<file path="src/rtl/x_window_buffer.sv">
// x_window_buffer: multi-row operand buffer for the matrix-multiply datapath.
// Rows are filled beat-by-beat from the load path (FILL). Once every row is
// full, the block presents a WIN-element window of a selected row and shifts
// all rows together, either rotating or zero-filling (RUN).
module x_window_buffer #(
    parameter int ELEM_W     = 8,
    parameter int ROWS       = 4,
    parameter int COLS       = 8,
    parameter int LOAD_ELEMS = 4,
    parameter int WIN        = 3
) (
    input  logic                           clk,
    input  logic                           rst,
    input  logic                           clr,
    input  logic                           load_valid,
    output logic                           load_ready,
    input  logic [$clog2(ROWS)-1:0]        load_row,
    input  logic [LOAD_ELEMS*ELEM_W-1:0]   load_data,
    output logic                           load_done,
    input  logic                           shift_en,
    input  logic                           shift_mode,
    input  logic [$clog2(ROWS)-1:0]        rd_row,
    output logic [WIN*ELEM_W-1:0]          win_data,
    output logic                           win_valid,
    output logic [$clog2(COLS)-1:0]        shift_cnt,
    output logic                           pass_done
);

    localparam int ROW_W  = $clog2(ROWS);
    localparam int CNT_W  = $clog2(COLS);
    localparam int FILL_W = $clog2(COLS + 1);
    localparam int BEATS  = COLS / LOAD_ELEMS;
    // When ROWS is a power of two every row index is legal.
    localparam bit ROWS_POW2 = (ROWS == (1 << ROW_W));

    typedef enum logic {
        ST_FILL = 1'b0,
        ST_RUN  = 1'b1
    } state_e;

    state_e                state_q, state_d;
    logic [ELEM_W-1:0]     mem_q [ROWS][COLS];
    logic [ELEM_W-1:0]     mem_d [ROWS][COLS];
    logic [FILL_W-1:0]     fill_q [ROWS];
    logic [FILL_W-1:0]     fill_d [ROWS];
    logic [CNT_W-1:0]      shift_cnt_q, shift_cnt_d;
    logic                  pass_done_q, pass_done_d;

    logic [ROWS-1:0]       row_full;
    logic                  load_row_ok;
    logic                  rd_row_ok;
    logic                  load_accept;
    logic                  all_full_d;

    // State register for the FILL/RUN controller.
    // NOTE: sequential blocks use non-blocking assignments so every flop
    // samples pre-edge values regardless of block evaluation order.
    always_ff @(posedge clk or negedge rst) begin
        if (!rst) begin
            state_q <= ST_FILL;
        end else begin
            state_q <= state_d;
        end
    end

    // Next-state logic: enter RUN on the beat that fills the last row.
    // NOTE: every combinational output gets a default first so no path
    // leaves it unassigned and infers a latch.
    always_comb begin
        state_d = state_q;
        if (clr) begin
            state_d = ST_FILL;
        end else if (state_q == ST_FILL && load_accept && all_full_d) begin
            state_d = ST_RUN;
        end
    end

    // Output logic: fill status, load handshake and run indicators.
    always_comb begin
        for (int r = 0; r < ROWS; r++) begin
            row_full[r] = (fill_q[r] == FILL_W'(COLS));
        end
        load_row_ok = ROWS_POW2 || (int'(load_row) < ROWS);
        rd_row_ok   = ROWS_POW2 || (int'(rd_row) < ROWS);
        load_ready  = (state_q == ST_FILL) && load_row_ok && !row_full[load_row];
        load_accept = load_valid && load_ready;
        load_done   = (state_q == ST_RUN);
        win_valid   = (state_q == ST_RUN);
        shift_cnt   = shift_cnt_q;
        pass_done   = pass_done_q;
    end

    // Datapath next values: clear, beat write in FILL, row shift in RUN.
    always_comb begin
        mem_d       = mem_q;
        fill_d      = fill_q;
        shift_cnt_d = shift_cnt_q;
        pass_done_d = 1'b0;
        if (clr) begin
            for (int r = 0; r < ROWS; r++) begin
                fill_d[r] = '0;
                for (int c = 0; c < COLS; c++) begin
                    mem_d[r][c] = '0;
                end
            end
            shift_cnt_d = '0;
        end else if (state_q == ST_FILL) begin
            for (int r = 0; r < ROWS; r++) begin
                if (load_accept && load_row == ROW_W'(r)) begin
                    // Fill level is always a whole number of beats, so match
                    // it against each beat slot to place the elements.
                    for (int b = 0; b < BEATS; b++) begin
                        if (fill_q[r] == FILL_W'(b * LOAD_ELEMS)) begin
                            for (int i = 0; i < LOAD_ELEMS; i++) begin
                                mem_d[r][b*LOAD_ELEMS+i] = load_data[i*ELEM_W +: ELEM_W];
                            end
                        end
                    end
                    fill_d[r] = fill_q[r] + FILL_W'(LOAD_ELEMS);
                end
            end
        end else if (shift_en) begin
            for (int r = 0; r < ROWS; r++) begin
                for (int c = 0; c < COLS - 1; c++) begin
                    mem_d[r][c] = mem_q[r][c+1];
                end
                mem_d[r][COLS-1] = shift_mode ? '0 : mem_q[r][0];
            end
            if (shift_cnt_q == CNT_W'(COLS - 1)) begin
                shift_cnt_d = '0;
                pass_done_d = 1'b1;
            end else begin
                shift_cnt_d = shift_cnt_q + 1'b1;
            end
        end

        all_full_d = 1'b1;
        for (int r = 0; r < ROWS; r++) begin
            if (fill_d[r] != FILL_W'(COLS)) begin
                all_full_d = 1'b0;
            end
        end
    end

    // Datapath registers: storage, fill counters, shift counter, pass pulse.
    always_ff @(posedge clk or negedge rst) begin
        if (!rst) begin
            // NOTE: the storage array is reset because win_data must read 0
            // out of reset and a reset mid-load must discard partial rows.
            for (int r = 0; r < ROWS; r++) begin
                fill_q[r] <= '0;
                for (int c = 0; c < COLS; c++) begin
                    mem_q[r][c] <= '0;
                end
            end
            shift_cnt_q <= '0;
            pass_done_q <= 1'b0;
        end else begin
            fill_q      <= fill_d;
            mem_q       <= mem_d;
            shift_cnt_q <= shift_cnt_d;
            pass_done_q <= pass_done_d;
        end
    end

    // Window mux: head WIN elements of the selected row, zero if out of range.
    always_comb begin
        win_data = '0;
        if (rd_row_ok) begin
            for (int i = 0; i < WIN; i++) begin
                win_data[i*ELEM_W +: ELEM_W] = mem_q[rd_row][i];
            end
        end
    end

endmodule

</file>
<file path="config.mk">
export PLATFORM = sky130hd
export DESIGN_NAME = x_window_buffer
export DESIGN_NICKNAME = d
export VERILOG_FILES = /design/src/rtl/x_window_buffer.sv
export SDC_FILE = /design/constraint.sdc
export NUM_CORES = 1
export LEC_CHECK = 0
export BUFFER_PORTS_ARGS = -buffer_cell sky130_fd_sc_hd__buf_2
export CAP_MARGIN = 20
export CORE_ASPECT_RATIO = 0.8
export CORE_UTILIZATION = 30
export CTS_BUF_LIST = sky130_fd_sc_hd__clkbuf_16
export DETAILED_ROUTE_END_ITERATION = 10
export SETUP_SLACK_MARGIN = 0.02
export SLEW_MARGIN = 5
export SYNTH_ARGS = -nofsm -noshare
export SYNTH_HDL_FRONTEND = slang
export SYNTH_SLANG_ARGS = --single-unit
</file>
<file path="constraint.sdc">
create_clock -name clk -period 2.65 [get_ports clk]
set_input_delay 0.1325 -clock clk [delete_from_list [all_inputs] [get_ports clk]]
set_output_delay 0.1325 -clock clk [all_outputs]
set_load 0.01 [all_outputs]
</file>
==> results of run 1 <==
## state kept, by name, indices dropped and copies added, names as in the netlist
| signal | cells |
|---|---|
| mem_q | 256 |
| fill_q | 16 |
| shift_cnt | 3 |
| load_done | 1 |
| pass_done | 1 |
## per-stage QoR
step                power (mW)  instances
floorplan                 5.57       1355
global placement          6.04       1948
detailed placement        6.08       1948
CTS                       9.85       2002
global route              10.2       2002
finish                    9.73       2002
## metal layers
metal | global-route usage [%] | routed length (um)
met5 | 0 | 0
met4 | 2.27 | 446
met3 | 2.63 | 1670
met2 | 23.8 | 16200
met1 | 23.5 | 17900
## cell type report
type | count | area, sq um
Timing Repair Buffer | 102 | 764
Multi-Input combinational cell | 963 | 6350
Sequential cell | 277 | 6940
Inverter | 8 | 30.0
Tap cell | 603 | 754
Fill cell | 4542 | 29200
Clock inverter | 22 | 150
Clock buffer | 27 | 676
## worst register-to-register path, delay by kind of cell (launching register included)
kind            cells  cell delay, ns
compound gates      2            0.43
buf+inv             2            0.59
flops               1            0.42
mux                 1            0.44
fa+ha+maj           1            0.19
simple gates        1            0.17
## cell usage in the layout (no fill, tap or decap), drive strengths merged
master and instances:
dlygate4sd3 5, nand2b 34, o32ai 1, mux2 128, a31o 1, nor3 4
nor4 1, mux2i 1, xnor2 4, bufinv 2, o31ai 96, o21ai 38
dfrtp 277, nor2b 35, a21oi 266, and3 3, and2 9, nand4 1
nor2 16, buf 97, clkinv 8, ha 14, nand4b 1, nand2 266
nand3 1, inv 20, o221a 1, a21o 9, clkbuf 27, o21bai 1
nor3b 4, nand4bb 2, a311oi 1, mux4 25
## worst max-delay path by stage
stage	from	endpoint	cells past startpoint
2_1_floorplan	fill_q[14]$_DFF_PN0_	mem_q[224]$_DFFE_PN0P_	8
3_3_place_gp	fill_q[2]$_DFF_PN0_	mem_q[34]$_DFFE_PN0P_	6
3_5_place_dp	fill_q[2]$_DFF_PN0_	mem_q[44]$_DFFE_PN0P_	6
4_1_cts	fill_q[2]$_DFF_PN0_	mem_q[42]$_DFFE_PN0P_	6
5_1_grt	fill_q[2]$_DFF_PN0_	load_ready	6
6_report	fill_q[2]$_DFF_PN0_	load_ready	6
## power by group
group | internal (mW) | switching, mW | total (mW)
clock network | 2.04 | 1.70 | 3.74
registers | 4.57 | 0.223 | 4.80
logic | 0.507 | 0.689 | 1.20
## cells by family (layout without fill, tap and decap cells)
family	after synthesis	count (layout)
AO/OA/AOI/OAI	414	414
AND/OR/NAND/NOR	377	377
flip-flops	277	277
multiplexers	154	154
buffers and inverters	115	159
adder cells (fa/ha/maj)	14	14
XOR/XNOR	4	4
## synth_stat cells (2+ instances only)
cell type	count	area [sq um]
buf_4	2	15.0
mux4_2	25	563
nand2b_1	33	206
buf_1	7	26.3
xnor2_1	4	35.0
ha_1	14	175
inv_1	8	30.0
a21oi_1	263	1320
buf_2	46	230
and2_1	9	56.3
nand2_1	266	998
clkbuf_1	49	184
o21ai_0	36	180
mux2_1	30	338
nor3_1	4	20.0
buf_6	3	33.8
nor2b_1	35	219
and3_1	3	18.8
nor3b_1	3	22.5
nand4bb_1	2	22.5
dfrtp_1	277	6930
o31ai_1	96	721
o21ai_1	2	10.0
nor2_1	16	60.1
a21oi_2	3	26.3
a21o_1	9	67.6
mux2_2	98	1100
## repair_timing
| item | in CTS | in global routing |
|---|---|---|
| endpoints found under the hold margin | 285 | 0 |
| hold buffers | 5 | 0 |
| resized for setup | 0 | 1 |
| endpoints found under the setup margin | 0 | 32 |
==> metrics, run 1 <==
vias in the first global route 10116; worst endpoint required time 2.52 ns; Top Ports 73; Root Buffer clkbuf_16; compound-gate portion of the synthesized area 17.4%; HP Start load_row[0]; Final ANT Viol Nets 0; largest family of logic cells by synthesized area compound AO/OA/AOI/OAI gates; r2r startpoint fill_q[6]$_DFF_PN0_; Max Clk Rate 411 MHz; EDFF count, synth 0; Synth cell types 39; First-pass DRT Iterations 4; status finished, final reports clean; initial antenna violation count 0; clk_lat worst skew 0.56 ns; first-pass GRT wire length 57.9 mm; Avg WL per Cell 18.1 um; Antenna diodes 0; Syn Nets 1411; Max FO, Critical Path 5; CP Cell Sequence inv_1, ha_1, nor3b_1, mux4_2, nor2_1, buf_2; Final Max Slew Viols 0; final setup fails 0; Avg Inst Size Synth 10.2 sq um; final worst setup slack 0.219 ns; clock-pin slew on the worst setup and hold paths 0.06 ns; Post-DP HPWL 23.3 mm; headroom to the max-slew limit 44.3%; Worst path slowest cell nor3b_1; Adder-Cell Fraction of Synth Area 1.27%; final WL 36.2 mm; GR Util All Layers 15.6%; Top FF cell, synth dfrtp_1; count of maximum capacitance violations 0; Buf/Inv on CP 2; Cells after Synth 1355; fin crit share 91.7%; Remaining Overflow, GRT 0; DR vias 10269; Row Count 69; power density cells 621 nW/um^2; Final Hold Fails 0; worst slew pin tran 0.836 ns; Setup Buffers After CTS 0; post-synthesis sequential area ratio 50.4%; post-synthesis simple-gate area fraction 12.3%; final layout net count 1435; vias per std cell 5.13; synth warn 0; Tmin final 2.43 ns; Leak Pwr 6.72 nW; Clock Path Buffers 3; Area Growth Syn to Fin 13.8%; r2r worst-path depth 7; H-tree levels 1; RSZ-0062 raised after global routing false; worst hold slack 0.0471 ns; VDD IR-drop max 0.000594 V; Num CTS Buffers 27; Initial Utilization 30.7%; post-synthesis cell area 13800 sq um; die height 194 um; post-synthesis mux area share 14.6%; reg2reg end mem_q[98]$_DFFE_PN0P_; drc violations 0; Design Area, Final 15700 sq um; largest net degree at the start of global routing 124; critical path's largest stage delay 0.47 ns; Worst Setup End Kind output pin; Die Wd 241 um; gpl congestion 0.781; critical path's top delay family simple AND/OR/NAND/NOR gates; Hold EP fill_q[14]$_DFF_PN0_; ys async rst share 100%; pre-CTS setup slack 0.0876 ns; Port Buffers 72; Worst EP arrival 2.30 ns; Core Region 44800 sq um; r2r setup slk 0.29 ns; worst min-delay path class in2reg; Placed Instance Area 14800 sq um; Sink Count 277; layout cells sized above 1 19.2%; critical path class reg2out; starting DRC count in detailed routing 795; setup total negative slack 0 ns; fin util 34.9%; worst hold stages 4; clk_skew 0.0194 ns; CTS tree built; flops & latches, synth 277; Die ar. 46700 sq um; type of origin of the critical path flip-flop; XOR/XNOR Fraction of Synth Area 0.255%
(Power assumes the default switching activity.)
==> run 2: changes to the inputs <==
Settings changed: ABC_AREA set to 1.
==> metrics, run 2 <==
status finished, final reports clean; Port Buffers 72; Final Non-Filler Cells 2065; power density cells 751 nW/um^2; Row Count 66; worst endpoint required time 3.11 ns; Cells after Synth 1455; met1 Use GR 24.7%; commonest non-fill, non-tap cell in the layout nor2_1; gpl congestion 0.815; RSZ-0062 raised after global routing false; Final Hold Fails 0; HP Start load_row[1]; starting DRC count in detailed routing 945; count of maximum capacitance violations 0; First-pass DRT Iterations 6; headroom to the max-slew limit 55.4%; synth warn 0; worst slew pin tran 0.669 ns; layout cells sized above 1 11.4%; fin util 35.5%; Syn Nets 1511; first-pass GRT wire length 57.4 mm; clk_skew 0.0129 ns; initial antenna violation count 0; CP startpoint fill_q[2]$_DFF_PN0_; Total Power 10.9 mW; Tmin final 2.32 ns; Max FO, Critical Path 64; vias per std cell 5.12; r2r startpoint fill_q[2]$_DFF_PN0_; clock-pin slew on the worst setup and hold paths 0.06 ns; Worst EP arrival 2.78 ns; critical path class reg2reg; dominant cells by area after synthesis dfrtp_1, a31oi_1, nor2_1, nand2_1, a21oi_1; Reg with most FFs mem_q; post-synthesis cell area 12600 sq um; Avg Inst Size Synth 8.64 sq um; DR vias 10573; Reg area 6930 sq um; Top Ports 73; Area Growth Syn to Fin 15.7%; type of origin of the critical path flip-flop; worst min-delay path class in2reg; clk_lat worst skew 0.56 ns; Die Wd 231 um; Top FF cell, synth dfrtp_1; count leader, synth nor2_1; post-synthesis sequential area ratio 55.1%; leading area contributor after synthesis dfrtp_1; Final ANT Viol Nets 0; worst hold stages 6; flops & latches, synth 277; Remaining Overflow, GRT 0; vias in the first global route 9921; Max Clk Rate 431 MHz; final layout net count 1553; Post-DP HPWL 24.0 mm; drc violations 0; commonest cells after routing, fill and taps aside nor2_1, dfrtp_1, nand2_1; Sink Count 277; r2r worst-path depth 12; die height 185 um; Die ar. 42700 sq um; final setup fails 0; largest net degree at the start of global routing 78; VDD IR-drop max 0.000495 V; placed cells 2006; Num CTS Buffers 30; Fill cells 4315; Root Buffer clkbuf_16; Worst Setup End Kind flip-flop; met3 usage 2.62%; Synth cell types 27; Initial Utilization 30.7%; grt peak-use layer met2; r2r setup slk 0.33 ns; CTS tree built; Final Max Slew Viols 0; area of the multi-input gates 5000 sq um; Avg WL per Cell 17.7 um; Leak Pwr 6.10 nW; H-tree levels 1; Core Region 41000 sq um; ys async rst share 100%; Clock Path Buffers 3; Synth top area share 55.1%; Largest register FFs 256; met2 GRT Util 26.5%; Antenna diodes 0; GR Util All Layers 17.1%; EDFF count, synth 0; setup total negative slack 0 ns; final WL 36.6 mm; Commonest cells post-synth nor2_1, dfrtp_1, nand2_1; fin crit share 87.5%
run 2: changes by cell type in the layout (fill, tap and decap cells not counted), moves of 20 or more:
cell,delta
a31oi_1,+224
mux4_2,-25
o31ai_1,-96
inv_1,+29
nor2b_1,-34
mux2_1,-30
o22ai_1,+24
o21ai_0,+20
nand2b_1,-33
a21oi_1,-167
mux2_2,-98
nor2_1,+304
run 2: cell type report:
type                    instances  share of cell area (%)
flip-flops and latches        277                    47.7
multi-input cells            1032                    34.4
repair buffers                111                    5.67
clock buffers                  31                    5.33
well taps                     544                    4.68
inverters                      45                    1.16
clock inverters                25                    1.13
run 2: logic make-up (layout without fill, tap and decap cells):
logic type                 Yosys count  in the layout  synth area share, %
buffers and inverters              146            212                 5.25
and+or+nand+nor                    613            613                 19.5
adders and majority gates           14             14                 1.39
DFF                                277            277                 55.1
AOI/OAI and AO/OA                  405            405                 18.7
run 2: what timing repair did:
item	CTS	global route
endpoints found under the hold margin	82	0
hold buffers	3	0
resized for setup	0	1
setup endpoints to repair	0	1
buffers inserted	0	0
run 2: worst paths after layout:
| path | endpoint |
|---|---|
| setup / recovery | mem_q[149]$_DFFE_PN0P_ |
| hold / removal | fill_q[11]$_DFF_PN0_ |
| setup reg to reg | mem_q[149]$_DFFE_PN0P_ |
| hold reg to reg | mem_q[194]$_DFFE_PN0P_ |
| max in group asynchronous | mem_q[220]$_DFFE_PN0P_ |
| min in group asynchronous | mem_q[165]$_DFFE_PN0P_ |
run 2: power breakdown:
group	switching, mW	leakage [nW]	internal (mW)
combinational	1.01	2.30	0.573
sequential	0.422	3.32	4.88
clock	1.74	0.489	2.30
run 2: metrics by stage:
| step | instance area [sq um] | setup slack (ns) | hold slack (ns) |
|---|---|---|---|
| 2_1_floorplan | 12600 | 0.812 | -0.163 |
| 3_3_place_gp | 13600 | 0.401 | 0.181 |
| 3_5_place_dp | 13600 | 0.307 | 0.183 |
| 4_1_cts | 14500 | 0.233 | 0.0197 |
| 5_1_grt | 14500 | 0.174 | 0.0715 |
| 6_report | 14500 | 0.331 | 0.0354 |
run 2: metal layers:
metal | part of all wire, % | wire length (um)
met5 | 0 | 0
met4 | 2.6 | 939
met3 | 6.2 | 2270
met2 | 44 | 16200
met1 | 47 | 17200
run 2: critical path, stage by stage, from the launching register on:
cell and delay [ns]:
dfrtp_1 0.37, inv_1 0.09, ha_1 0.20, nand3_1 0.09, nand2_1 0.10, nor2_4 0.23
nand3_2 0.14, nand2_1 0.10, inv_2 0.07, nor2_4 0.08, buf_6 0.38, nor2_1 0.09
a31oi_1 0.20
==> run 3: changes to the inputs <==
Settings changed: MAX_ROUTING_LAYER set to met4.
==> metrics, run 3 (synthesis gave the netlist of run 2 again) <==
RSZ-0062 raised after global routing false; Max Clk Rate 433 MHz; First-pass DRT Iterations 5; headroom to the max-slew limit 56.2%; Avg WL per Cell 17.7 um; clk_lat worst skew 0.56 ns; Clock Path Buffers 3; initial antenna violation count 0; vias per std cell 5.12; worst slew pin tran 0.656 ns; vias in the first global route 9915; power density cells 751 nW/um^2; Area Growth Syn to Fin 15.7%; Total Power 10.9 mW; Row Count 66; count of maximum capacitance violations 0; type of origin of the critical path flip-flop; status finished, final reports clean; Final Non-Filler Cells 2065; clock-pin slew on the worst setup and hold paths 0.06 ns; Core Region 41000 sq um; Die ar. 42700 sq um; worst endpoint required time 3.11 ns; VDD IR-drop max 0.000494 V; GR Util All Layers 17.6%; Max FO, Critical Path 64; Setup Buffers After CTS 0; Post-DP HPWL 24.0 mm; final WL 36.6 mm; grt peak-use layer met2; layout cells sized above 1 11.4%; CTS tree built; Reg with most FFs mem_q; die height 185 um; Port Buffers 72; worst min-delay path class in2reg; placed cells 2006; H-tree levels 1; Design Area, Final 14500 sq um; final layout net count 1553; Root Buffer clkbuf_16; critical path class reg2reg; fin crit share 87.2%; starting DRC count in detailed routing 912; DR vias 10582; commonest non-fill, non-tap cell in the layout nor2_1; Initial Utilization 30.7%; Final ANT Viol Nets 0; final setup fails 0; Sink Count 277; Worst Setup End Kind flip-flop; Remaining Overflow, GRT 0; Num CTS Buffers 30; Fill cells 4315; commonest cells after routing, fill and taps aside nor2_1, dfrtp_1, nand2_1; Antenna diodes 0; met3 usage 2.51%; clk_skew 0.0130 ns; drc violations 0; met2 GRT Util 26.5%; Final Max Slew Viols 0; Worst EP arrival 2.77 ns; Tmin final 2.31 ns; setup total negative slack 0 ns; largest net degree at the start of global routing 78; Top Ports 73; Largest register FFs 256; met1 Use GR 24.8%; gpl congestion 0.827; Leak Pwr 6.10 nW; Placed Instance Area 13600 sq um; Final Hold Fails 0; first-pass GRT wire length 57.5 mm; Die Wd 231 um
-- run 3: power breakdown --
part | internal, mW | switching (mW) | leakage [nW]
registers | 4.88 | 0.422 | 3.32
clock network | 2.30 | 1.74 | 0.489
logic | 0.573 | 1.01 | 2.30
-- run 3: path summary, 6_finish.rpt --
kind / startpoint / to / slack [ns] / cells after the start
worst max-delay path: fill_q[2]$_DFF_PN0_ / mem_q[149]$_DFFE_PN0P_ / 0.34 / 12
max in group asynchronous: rst / mem_q[220]$_DFFE_PN0P_ / 1.57 / 3
worst min register to register: mem_q[195]$_DFFE_PN0P_ / mem_q[195]$_DFFE_PN0P_ / 0.49 / 2
min in group asynchronous: rst / mem_q[165]$_DFFE_PN0P_ / 0.16 / 2
worst max register to register: fill_q[2]$_DFF_PN0_ / mem_q[149]$_DFFE_PN0P_ / 0.34 / 12
worst min-delay path: load_row[1] / fill_q[11]$_DFF_PN0_ / 0.04 / 6
-- run 3: routing by layer --
metal  up-vias  wire, um
li1       5081         -
met1      5155     17400
met2       293     16300
met3        53      1950
met4         0       940
met5         -         0
-- run 3: layout make-up --
type                    instances  area, sq um  area share [%]
multi-input cells            1032         5000            34.4
repair buffers                111          825            5.67
inverters                      45          169            1.16
clock buffers                  31          776            5.33
well taps                     544          681            4.68
flip-flops and latches        277         6930            47.7
clock inverters                25          164            1.13
-- run 3: per-stage QoR --
step | util [%] | worst slack [ns] | hold WS (ns)
after floorplan | - | 0.812 | -0.163
after global placement | 33.1 | 0.401 | 0.181
after detailed placement | 33.1 | 0.307 | 0.183
after CTS | 35.5 | 0.233 | 0.0197
after global routing | 35.5 | 0.174 | 0.0715
final | 35.5 | 0.338 | 0.0367
-- run 3: worst max-delay path: stages (launching register included) --
cell     delay [ns]
dfrtp_1        0.37
inv_1          0.09
ha_1           0.20
nand3_1        0.09
nand2_1        0.11
nor2_4         0.23
nand3_2        0.14
nand2_1        0.10
inv_2          0.07
nor2_4         0.08
buf_6          0.37
nor2_1         0.09
a31oi_1        0.20
-- run 3: timing repair --
item | in CTS | in global routing
hold endpoints to repair | 82 | 0
gates resized for setup | 0 | 1
hold buffers | 3 | 0
setup endpoints to repair | 0 | 1
